**src/rtl/imm_inst_encoder_pkg.sv**
```systemverilog
// Shared definitions for the immediate instruction encoder.
// Holds the immediate-format codes (same coding as the datapath extender's
// ImmSrc), RV32 field bit positions, the opcodes used by the loader/self-test,
// and a small sign-range helper used by the packer.
package imm_inst_encoder_pkg;

  // Immediate format select; must match the extender's ImmSrc coding.
  typedef enum logic [1:0] {
    FMT_I = 2'b00,
    FMT_B = 2'b01,
    FMT_S = 2'b10,
    FMT_J = 2'b11
  } imm_fmt_e;

  // RV32 base field positions (LSB of each field).
  localparam int unsigned OPC_LSB = 0;
  localparam int unsigned RD_LSB  = 7;
  localparam int unsigned F3_LSB  = 12;
  localparam int unsigned RS1_LSB = 15;
  localparam int unsigned RS2_LSB = 20;

  // Opcodes exercised by the loader / self-test images.
  localparam logic [6:0] OPC_OP_IMM = 7'b0010011;
  localparam logic [6:0] OPC_BRANCH = 7'b1100011;
  localparam logic [6:0] OPC_STORE  = 7'b0100011;
  localparam logic [6:0] OPC_JAL    = 7'b1101111;

  // True when imm[31:lo] are all equal, i.e. the value fits a signed field
  // whose sign bit sits at position lo.
  function automatic logic fits_signed(input logic [31:0] imm, input int unsigned lo);
    logic [31:0] upper;
    upper = 32'($signed(imm) >>> lo);
    return (upper == 32'h0000_0000) || (upper == 32'hFFFF_FFFF);
  endfunction

endpackage

```
**src/rtl/imm_inst_encoder_imm_pack.sv**
```systemverilog
// imm_pack: combinational scatter of a signed immediate plus decoded fields
// into an RV32 instruction word, with a range/alignment legality flag.
// Ports:
//   fmt_i    format select (FMT_I/B/S/J)
//   imm_i    signed immediate (byte offset for B/J)
//   opcode_i, rd_i, funct3_i, rs1_i, rs2_i  decoded fields
//   inst_o   packed instruction (fields unused by the format are 0)
//   legal_o  immediate is representable in the selected format
module imm_pack
  import imm_inst_encoder_pkg::*;
(
  input  logic [1:0]  fmt_i,
  input  logic [31:0] imm_i,
  input  logic [6:0]  opcode_i,
  input  logic [4:0]  rd_i,
  input  logic [2:0]  funct3_i,
  input  logic [4:0]  rs1_i,
  input  logic [4:0]  rs2_i,
  output logic [31:0] inst_o,
  output logic        legal_o
);

  // Field scatter and legality per format.
  always_comb begin
    inst_o  = 32'h0000_0000;
    legal_o = 1'b0;
    inst_o[OPC_LSB +: 7] = opcode_i;
    case (fmt_i)
      FMT_I: begin
        inst_o[31:20]        = imm_i[11:0];
        inst_o[RS1_LSB +: 5] = rs1_i;
        inst_o[F3_LSB +: 3]  = funct3_i;
        inst_o[RD_LSB +: 5]  = rd_i;
        legal_o              = fits_signed(imm_i, 11);
      end
      FMT_S: begin
        inst_o[31:25]        = imm_i[11:5];
        inst_o[RS2_LSB +: 5] = rs2_i;
        inst_o[RS1_LSB +: 5] = rs1_i;
        inst_o[F3_LSB +: 3]  = funct3_i;
        inst_o[11:7]         = imm_i[4:0];
        legal_o              = fits_signed(imm_i, 11);
      end
      FMT_B: begin
        inst_o[31]           = imm_i[12];
        inst_o[30:25]        = imm_i[10:5];
        inst_o[RS2_LSB +: 5] = rs2_i;
        inst_o[RS1_LSB +: 5] = rs1_i;
        inst_o[F3_LSB +: 3]  = funct3_i;
        inst_o[11:8]         = imm_i[4:1];
        inst_o[7]            = imm_i[11];
        // Branch offsets are halfword aligned; bit 0 is not encodable.
        legal_o              = fits_signed(imm_i, 12) & ~imm_i[0];
      end
      FMT_J: begin
        inst_o[31]           = imm_i[20];
        inst_o[30:21]        = imm_i[10:1];
        inst_o[20]           = imm_i[11];
        inst_o[19:12]        = imm_i[19:12];
        inst_o[RD_LSB +: 5]  = rd_i;
        legal_o              = fits_signed(imm_i, 20) & ~imm_i[0];
      end
      default: begin
        inst_o  = 32'h0000_0000;
        legal_o = 1'b0;
      end
    endcase
  end

endmodule

```
**src/rtl/imm_inst_encoder.sv**
```systemverilog
// imm_inst_encoder: builds RV32 instruction words from decoded fields and an
// immediate, and streams them with sequential word addresses toward
// instruction memory through a one-deep registered output stage.
// Ports:
//   clk, reset                 clock, synchronous active-high reset
//   in_valid/in_ready          request handshake
//   in_fmt, in_opcode, in_rd, in_funct3, in_rs1, in_rs2, in_imm  request fields
//   out_valid/out_ready        packed-word handshake
//   out_inst, out_addr         packed word and its word address
//   err_pulse                  one-cycle flag: previous accepted request rejected
//   err_count                  saturating count of rejected requests
module imm_inst_encoder
  import imm_inst_encoder_pkg::*;
#(
  parameter int unsigned ADDR_W = 8,
  parameter int unsigned DEPTH  = 256,
  parameter int unsigned ERR_W  = 8
) (
  input  logic              clk,
  input  logic              reset,
  input  logic              in_valid,
  output logic              in_ready,
  input  logic [1:0]        in_fmt,
  input  logic [6:0]        in_opcode,
  input  logic [4:0]        in_rd,
  input  logic [2:0]        in_funct3,
  input  logic [4:0]        in_rs1,
  input  logic [4:0]        in_rs2,
  input  logic [31:0]       in_imm,
  output logic              out_valid,
  input  logic              out_ready,
  output logic [31:0]       out_inst,
  output logic [ADDR_W-1:0] out_addr,
  output logic              err_pulse,
  output logic [ERR_W-1:0]  err_count
);

  localparam logic [ADDR_W-1:0] LAST_ADDR = ADDR_W'(DEPTH - 1);

  logic [31:0]       pack_inst_s;
  logic              pack_legal_s;
  logic              accept_s;

  logic              out_valid_q, out_valid_d;
  logic [31:0]       out_inst_q, out_inst_d;
  logic [ADDR_W-1:0] out_addr_q, out_addr_d;
  logic [ADDR_W-1:0] next_addr_q, next_addr_d;
  logic              err_pulse_q, err_pulse_d;
  logic [ERR_W-1:0]  err_count_q, err_count_d;

  imm_pack u_pack (
    .fmt_i    (in_fmt),
    .imm_i    (in_imm),
    .opcode_i (in_opcode),
    .rd_i     (in_rd),
    .funct3_i (in_funct3),
    .rs1_i    (in_rs1),
    .rs2_i    (in_rs2),
    .inst_o   (pack_inst_s),
    .legal_o  (pack_legal_s)
  );

  // The stage can take a new word when empty or when its word retires now.
  assign in_ready = ~reset & (~out_valid_q | out_ready);
  assign accept_s = in_valid & in_ready;

  // Next-state for output stage, address counter and error tracking.
  always_comb begin
    out_valid_d = out_valid_q;
    out_inst_d  = out_inst_q;
    out_addr_d  = out_addr_q;
    next_addr_d = next_addr_q;
    err_pulse_d = accept_s & ~pack_legal_s;
    err_count_d = err_count_q;
    if (accept_s && pack_legal_s) begin
      // Covers load-into-empty and retire-and-reload in the same cycle.
      out_valid_d = 1'b1;
      out_inst_d  = pack_inst_s;
      out_addr_d  = next_addr_q;
      next_addr_d = (next_addr_q == LAST_ADDR) ? {ADDR_W{1'b0}} : next_addr_q + ADDR_W'(1);
    end else if (out_ready) begin
      // Rejected requests consume the slot but never produce a word.
      out_valid_d = 1'b0;
    end else begin
      out_valid_d = out_valid_q;
    end
    if (accept_s && !pack_legal_s && (err_count_q != {ERR_W{1'b1}})) begin
      err_count_d = err_count_q + ERR_W'(1);
    end else begin
      err_count_d = err_count_q;
    end
  end

  // State registers with synchronous reset.
  always_ff @(posedge clk) begin
    if (reset) begin
      out_valid_q <= 1'b0;
      out_inst_q  <= 32'h0000_0000;
      out_addr_q  <= {ADDR_W{1'b0}};
      next_addr_q <= {ADDR_W{1'b0}};
      err_pulse_q <= 1'b0;
      err_count_q <= {ERR_W{1'b0}};
    end else begin
      out_valid_q <= out_valid_d;
      out_inst_q  <= out_inst_d;
      out_addr_q  <= out_addr_d;
      next_addr_q <= next_addr_d;
      err_pulse_q <= err_pulse_d;
      err_count_q <= err_count_d;
    end
  end

  assign out_valid = out_valid_q;
  assign out_inst  = out_inst_q;
  assign out_addr  = out_addr_q;
  assign err_pulse = err_pulse_q;
  assign err_count = err_count_q;

endmodule

```
**config.mk**
```make
export PLATFORM = sky130hd
export DESIGN_NAME = imm_inst_encoder
export DESIGN_NICKNAME = d
export VERILOG_FILES = /design/src/rtl/imm_inst_encoder_pkg.sv /design/src/rtl/imm_inst_encoder_imm_pack.sv /design/src/rtl/imm_inst_encoder.sv
export SDC_FILE = /design/constraint.sdc
export NUM_CORES = 1
export LEC_CHECK = 0
export ABC_AREA = 1
export BUFFER_PORTS_ARGS = -buffer_cell sky130_fd_sc_hd__buf_2
export CAP_MARGIN = 5
export CELL_PAD_IN_SITES_DETAIL_PLACEMENT = 2
export CELL_PAD_IN_SITES_GLOBAL_PLACEMENT = 2
export CORE_ASPECT_RATIO = 0.5
export CORE_UTILIZATION = 26
export DETAILED_ROUTE_END_ITERATION = 7
export HOLD_SLACK_MARGIN = 0.05
export PLACE_DENSITY_LB_ADDON = 0.1
export RECOVER_POWER = 100
export SLEW_MARGIN = 20
export SYNTH_ARGS = -nofsm -noshare
export SYNTH_HDL_FRONTEND = slang
export SYNTH_HIERARCHICAL = 1
export SYNTH_SLANG_ARGS = --single-unit
```
**constraint.sdc**
```tcl
create_clock -name clk -period 1.9 [get_ports clk]
set_input_delay 0.38 -clock clk [delete_from_list [all_inputs] [get_ports clk]]
set_output_delay 0.38 -clock clk [all_outputs]
set_load 0.01 [all_outputs]
```
==> run metrics, run 1 <==
Max transition margin around 76%; Worst Slack Setup Final between 150 and 200 ps; Clock Skew approximately 6.4 ps; DRT iter0 DRCs 82; actual slew at the worst max-slew pin between 300 and 400 ps; die width about 160 um; worst skew pair latency between 300 and 400 ps; num rows 27; asr flop ratio synth 0%; 1st-pass router iterations 4; maximum VDD drop about 0.00031 V; achievable clock frequency between 500 and 600 MHz; Die Y around 79 um; Post-synth EDFFs 0; maxcap violations 0; #FFs+latches synth between 50 and 60; H-tree level count 3; CP Capture Type register; Core Footprint between 10000 and 15000 sq um; drt via density 4.417; Post-Synth XOR/XNOR Area less than 1%; Worst EP required ~2100 ps; Synth Area in Compound Gates between 10 and 15%; most frequent cells in the layout nand2_1, buf_2, dfxtp_1; Routed Antenna Nets 0; Post-Synth Simple-Gate Area 34.27%; largest net degree at the start of global routing 32; Syn-to-layout area delta 35.90%; vias 3286; Fill cells ~1400; most used flip-flop cell after synthesis dfxtp_1; starting density of the core approximately 27%; Reg2Reg Setup Slack around 420 ps; cts-stage hold buffer count 0; clk buf depth 2; endpoints failing setup 0; R2R depth 8; die area about 12000 sq um; Leak around 1.8 nW; IO Count 114; mux contribution to synthesized area 0%; Synth Instances 450; global-route wire length before repair between 15 and 20 mm; final hold vios 0; post-DP HPWL 8.080 mm; RSZ-0062 raised after global routing no; minimum clock period 1738 ps; mean area per synthesized cell 6.832 sq um; Total Negative Setup Slacks 0 ps; WL/cell 13.77 um; layout cell share with drive strength beyond 1 a little under a quarter; Post-Synth Adder-Cell Area 0.8140%; CTS root buf clkbuf_16; CTS tree yes; clock slew at reported path FFs about 50 ps; largest family of logic cells by synthesized area simple AND/OR/NAND/NOR gates; startpoint types input port; FF/Latch Area ~1200 sq um; dpl ws -298.1 ps; Multi-input gate area 1558 sq um; worst hold path type input port to register; Syn. warnings 6; grt ovf 0; final period utilization between 90 and 100%; most common cell after layout, fill and taps aside nand2_1; worst hold start in_imm[5]; PwrDens ~780 nW/um^2; Synth cell types 36; Post-DP Area slightly below 4000 sq um; port buffer count 113; outcome finished, final reports clean; vias in the first global route around 3400; worst setup path category input port to register; nets 644; Residual DRC 0; hold path depth 3; final instance area 4178 sq um; WL final a little over 10 mm; Seq/Total Area, Yosys roughly 38%; final core occ 37.14%; crit-path max FO 14; Reg2Reg Capture Point err_count[0]$_SDFFE_PP0P_; clock sinks 58; Worst EP arrival 1930 ps; GRT Util Overall 17.34%; Reg-to-Reg Start err_count[0]$_SDFFE_PP0P_; GP Congestion 0.7560; fin. max-slew vios 0; Mapped Nets about 520; TritonCTS buffer count 9; initial antenna violation count 1; WHS Endpoint out_inst[25]$_SDFFE_PP0P_; synthesized area ~3100 sq um
==> logic make-up (layout without fill, tap and decap cells) <==
logic type | Yosys count | in the layout
buffers and inverters | 67 | 200
and+or+nand+nor | 243 | 244
other | 0 | 1
xor gates and xnor gates | 3 | 3
adders and majority gates | 2 | 2
DFF | 58 | 58
AOI/OAI and AO/OA | 77 | 77
==> stage by stage <==
step	total power, mW	hold WS [ps]	cells
finish	3.261	303.7	744
global route	3.410	302.2	743
detailed placement	1.584	455.8	726
global placement	1.577	451.5	726
CTS	3.319	291.3	742
floorplan	1.431	459.1	450
==> worst max-delay path by stage <==
| stage | from | end | slack (ps) | cells past startpoint |
|---|---|---|---|---|
| floorplan | in_imm[28] | out_addr[0]$_SDFFE_PP0P_ | 140 | 13 |
| global placement | in_imm[28] | next_addr_q[5]$_SDFFE_PP0P_ | -230 | 14 |
| detailed placement | in_imm[31] | err_count[3]$_SDFFE_PP0P_ | -300 | 15 |
| CTS | in_imm[31] | err_count[3]$_SDFFE_PP0P_ | 40 | 15 |
| global route | in_imm[31] | next_addr_q[0]$_SDFFE_PP0P_ | 30 | 14 |
| finish | in_imm[28] | next_addr_q[4]$_SDFFE_PP0P_ | 160 | 13 |
==> where the power goes <==
part | switching (mW) | internal (mW) | total, mW
Clock | 0.565 | 1.15 | 1.71
Combinational | 0.176 | 0.139 | 0.315
Sequential | 0.00823 | 1.23 | 1.24
==> state kept, by name, indices dropped and copies added, names as in the netlist <==
register,count
out_addr,8
out_inst,32
out_valid,1
err_pulse,1
next_addr_q,8
err_count,8
==> Yosys cell counts, types with 3 or more instances <==
library cell / instances / area [sq um]
nor3_1: 7 / 35.03
o21ai_0: 9 / 45.04
nand2_1: 157 / 589.3
dfxtp_1: 58 / 1161
a21oi_1: 52 / 260.3
xor2_1: 3 / 26.28
o21ai_2: 4 / 35.03
a21oi_2: 4 / 35.03
nor2_1: 43 / 161.4
buf_2: 4 / 20.02
buf_4: 13 / 97.59
clkbuf_1: 6 / 22.52
buf_6: 6 / 67.56
inv_1: 32 / 120.1
o21ai_1: 5 / 25.02
nand4_1: 4 / 25.02
nand3_1: 16 / 80.08
==> layer usage <==
metal | GRT usage, % | wire (um) | vias to the layer above
met1 | 20.59 | 4810 | 1535
met2 | 31.16 | 4917 | 62
met5 | 0 | 0 | -
li1 | - | - | 1682
met4 | 4.412 | 90 | 0
met3 | 4.531 | 423 | 7
==> area by class of cell <==
| class | instances | share of cell area, % |
|---|---|---|
| well taps | 159 | 4.762 |
| clock inverters | 5 | 1.887 |
| flip-flops and latches | 58 | 27.79 |
| multi-input cells | 326 | 37.29 |
| repair buffers | 148 | 19.23 |
| inverters | 36 | 3.414 |
| diodes | 1 | 0.05990 |
| clock buffers | 11 | 5.571 |
==> worst max-delay path: stages <==
cell and delay [ps]:
buf_2 120, or2_2 280, nor2_1 120, nand2_1 70
nand3_1 70, nand2_1 50, inv_1 40, nand2_1 60
nand2_2 110, nand4_4 170, buf_4 240, nor3_1 150
nor3_1 70
==> what timing repair did <==
| item | in CTS | in global routing |
|---|---|---|
| gates resized for setup | 0 | 5 |
| buffers inserted | 0 | 0 |
| setup endpoints to repair | 0 | 42 |
Note: power is estimated with default switching activity, not from simulation.
==> run 2, diff against run 1 <==
--- a/config.mk
+++ b/config.mk
@@ -11,6 +11,7 @@
 export CELL_PAD_IN_SITES_DETAIL_PLACEMENT = 2
 export CELL_PAD_IN_SITES_GLOBAL_PLACEMENT = 2
 export CORE_ASPECT_RATIO = 0.5
+export CORE_MARGIN = 4
 export CORE_UTILIZATION = 26
 export DETAILED_ROUTE_END_ITERATION = 7
 export HOLD_SLACK_MARGIN = 0.05
==> run 2 against run 1 <==
Against the previous run:
- register-to-register slack improved by 70 ps
- clock power is 9% lower
- maximum frequency is 0.33% higher
- routed wire length increased by 1.5%
- non-clock buffer count is 2 lower
- core utilization shrank 0.50 points
- sequential power barely moved
- largest cell class unchanged
==> run metrics, run 2 (synthesis results as in run 1) <==
placed insts roughly 720; Syn-to-layout area delta 34.47%; GP Congestion 0.7496; Psw 0.7118 mW; Worst Slack Setup Final about 170 ps; Reg2Reg Capture Point err_count[7]$_SDFFE_PP0P_; H-tree level count 3; M3 GR Usage about 4.0%; met2 GRT Util between 20% and 30%; worst hold path type input port to register; DRT iter0 DRCs 53; final core occ a little over a third; FF/Latch Area 1161 sq um; grt ovf 0; final period utilization 91.20%; die width between 150 and 200 um; initial antenna violation count 0; clock slew at reported path FFs about 50 ps; GR Util met1 between 10% and 20%; Final Total Pwr slightly above 3 mW; non-filler cells, final between 700 and 800; Fill cells approximately 1500; most frequent cells in the layout nand2_1, buf_2, dfxtp_1; RSZ-0062 raised after global routing yes; WL final 10.39 mm; Reg2Reg Setup Slack 490 ps; clock sinks 58; drt via density around 4.4; Core Footprint between 10000 and 15000 sq um; starting density of the core a little over a quarter; 1st-pass router iterations 4; GRT Util Overall roughly 15%; layout cell share with drive strength beyond 1 a little under a quarter; crit-path max FO 7; global-route wire length before repair about 17 mm; Worst EP arrival between 1500 and 2000 ps; clk buf depth 2; most common cell after layout, fill and taps aside nand2_1; worst setup path category input port to register; Reg-to-Reg Start err_count[0]$_SDFFE_PP0P_; maximum VDD drop between 0.0003 and 0.0004 V; max reg flops 32; CP Launch Point in_imm[28]; vias around 3300; Die Y around 85 um; Worst EP required 2150 ps; PwrDens between 700 and 800 nW/um^2; minimum clock period 1733 ps; CTS tree yes; Clock Skew about 6.2 ps; dpl ws -294.0 ps; worst skew pair latency roughly 320 ps; num rows 27; worst hold start in_opcode[3]; endpoints failing setup 0; cts-stage hold buffer count 0; Multi-input gate area roughly 1600 sq um; Logic pwr share around a tenth; vias in the first global route between 3000 and 4000; R2R depth 7; port buffer count 113; postcts setup bufs 0; Sw Ratio between 20% and 30%; # resized after CTS 0; clock power share 50.0%; Total Negative Setup Slacks 0 ps; largest net degree at the start of global routing 30; CP Capture Type register; WL/cell 14.06 um; final hold vios 0; actual slew at the worst max-slew pin approximately 360 ps; Residual DRC 0; TritonCTS buffer count 9; Sequential Power Share around two fifths; grt peak-use layer met2; Max transition margin 76.05%; outcome finished, final reports clean; Leak around 1.7 nW; CTS root buf clkbuf_16; maxcap violations 0; post-DP HPWL 8.284 mm; fin. max-slew vios 0; internal power approximately 2.4 mW; die area between 10000 and 15000 sq um; achievable clock frequency approximately 580 MHz; IO Count ~110; Routed Antenna Nets 0; nets approximately 640; Setup crit end err_count[7]$_SDFFE_PP0P_; startpoint types input port; antenna cells 0
run 2: cell count changes in the layout (fill, tap and decap cells not counted), moves of 2 or more:
cell	before	now
bufinv_16	2	0
clkbuf_1	54	52
clkinv_2	2	0
clkbuf_8	0	4
nor2_1	42	38
nor2_2	4	7
run 2: how the worst min path moves through the flow:
stage | end | slack (ps) | depth (start not counted)
2_1_floorplan | out_addr[7]$_SDFFE_PP0P_ | 460 | 2
3_3_place_gp | out_inst[2]$_SDFFE_PP0P_ | 450 | 2
3_5_place_dp | out_inst[13]$_SDFFE_PP0P_ | 450 | 2
4_1_cts | out_inst[3]$_SDFFE_PP0P_ | 290 | 3
5_1_grt | out_inst[26]$_SDFFE_PP0P_ | 310 | 3
6_report | out_inst[3]$_SDFFE_PP0P_ | 300 | 3
run 2: layer usage:
layer | vias up | wire (um) | share of wire [%]
met4 | 0 | 79 | 0.76
met3 | 8 | 441 | 4.2
li1 | 1673 | - | -
met2 | 64 | 5042 | 49
met5 | - | 0 | 0
met1 | 1537 | 4830 | 46
run 2: critical path, stage by stage:
cell	delay [ps]
buf_2	110
or2_2	290
nor2_1	120
nand2_1	80
nand3_1	70
nand2_1	50
inv_1	40
nand2_1	50
nand2_2	110
inv_2	90
nand4_4	130
inv_1	70
nand2_2	150
nand2_1	70
a21oi_1	150
run 2: stage by stage:
stage	hold WS, ps	area, sq um
floorplan	459.1	3074
global route	312.6	4134
finish	300.2	4134
global placement	453.0	3886
detailed placement	455.0	3886
CTS	290.3	4178
run 2: area by class of cell:
type / instances / share of cell area (%)
inverters: 36 / 3.450
well taps: 159 / 4.812
repair buffers: 146 / 18.95
flip-flops and latches: 58 / 28.09
multi-input cells: 325 / 37.65
clock inverters: 1 / 0.1816
clock buffers: 14 / 6.870
run 2: power groups by stage:
stage	Sequential [mW]	Clock, mW	Combinational (mW)
global route	1.24	1.65	0.351
detailed placement	1.26	0	0.314
floorplan	1.26	0	0.167
CTS	1.24	1.60	0.316
finish	1.24	1.55	0.308
global placement	1.26	0	0.309
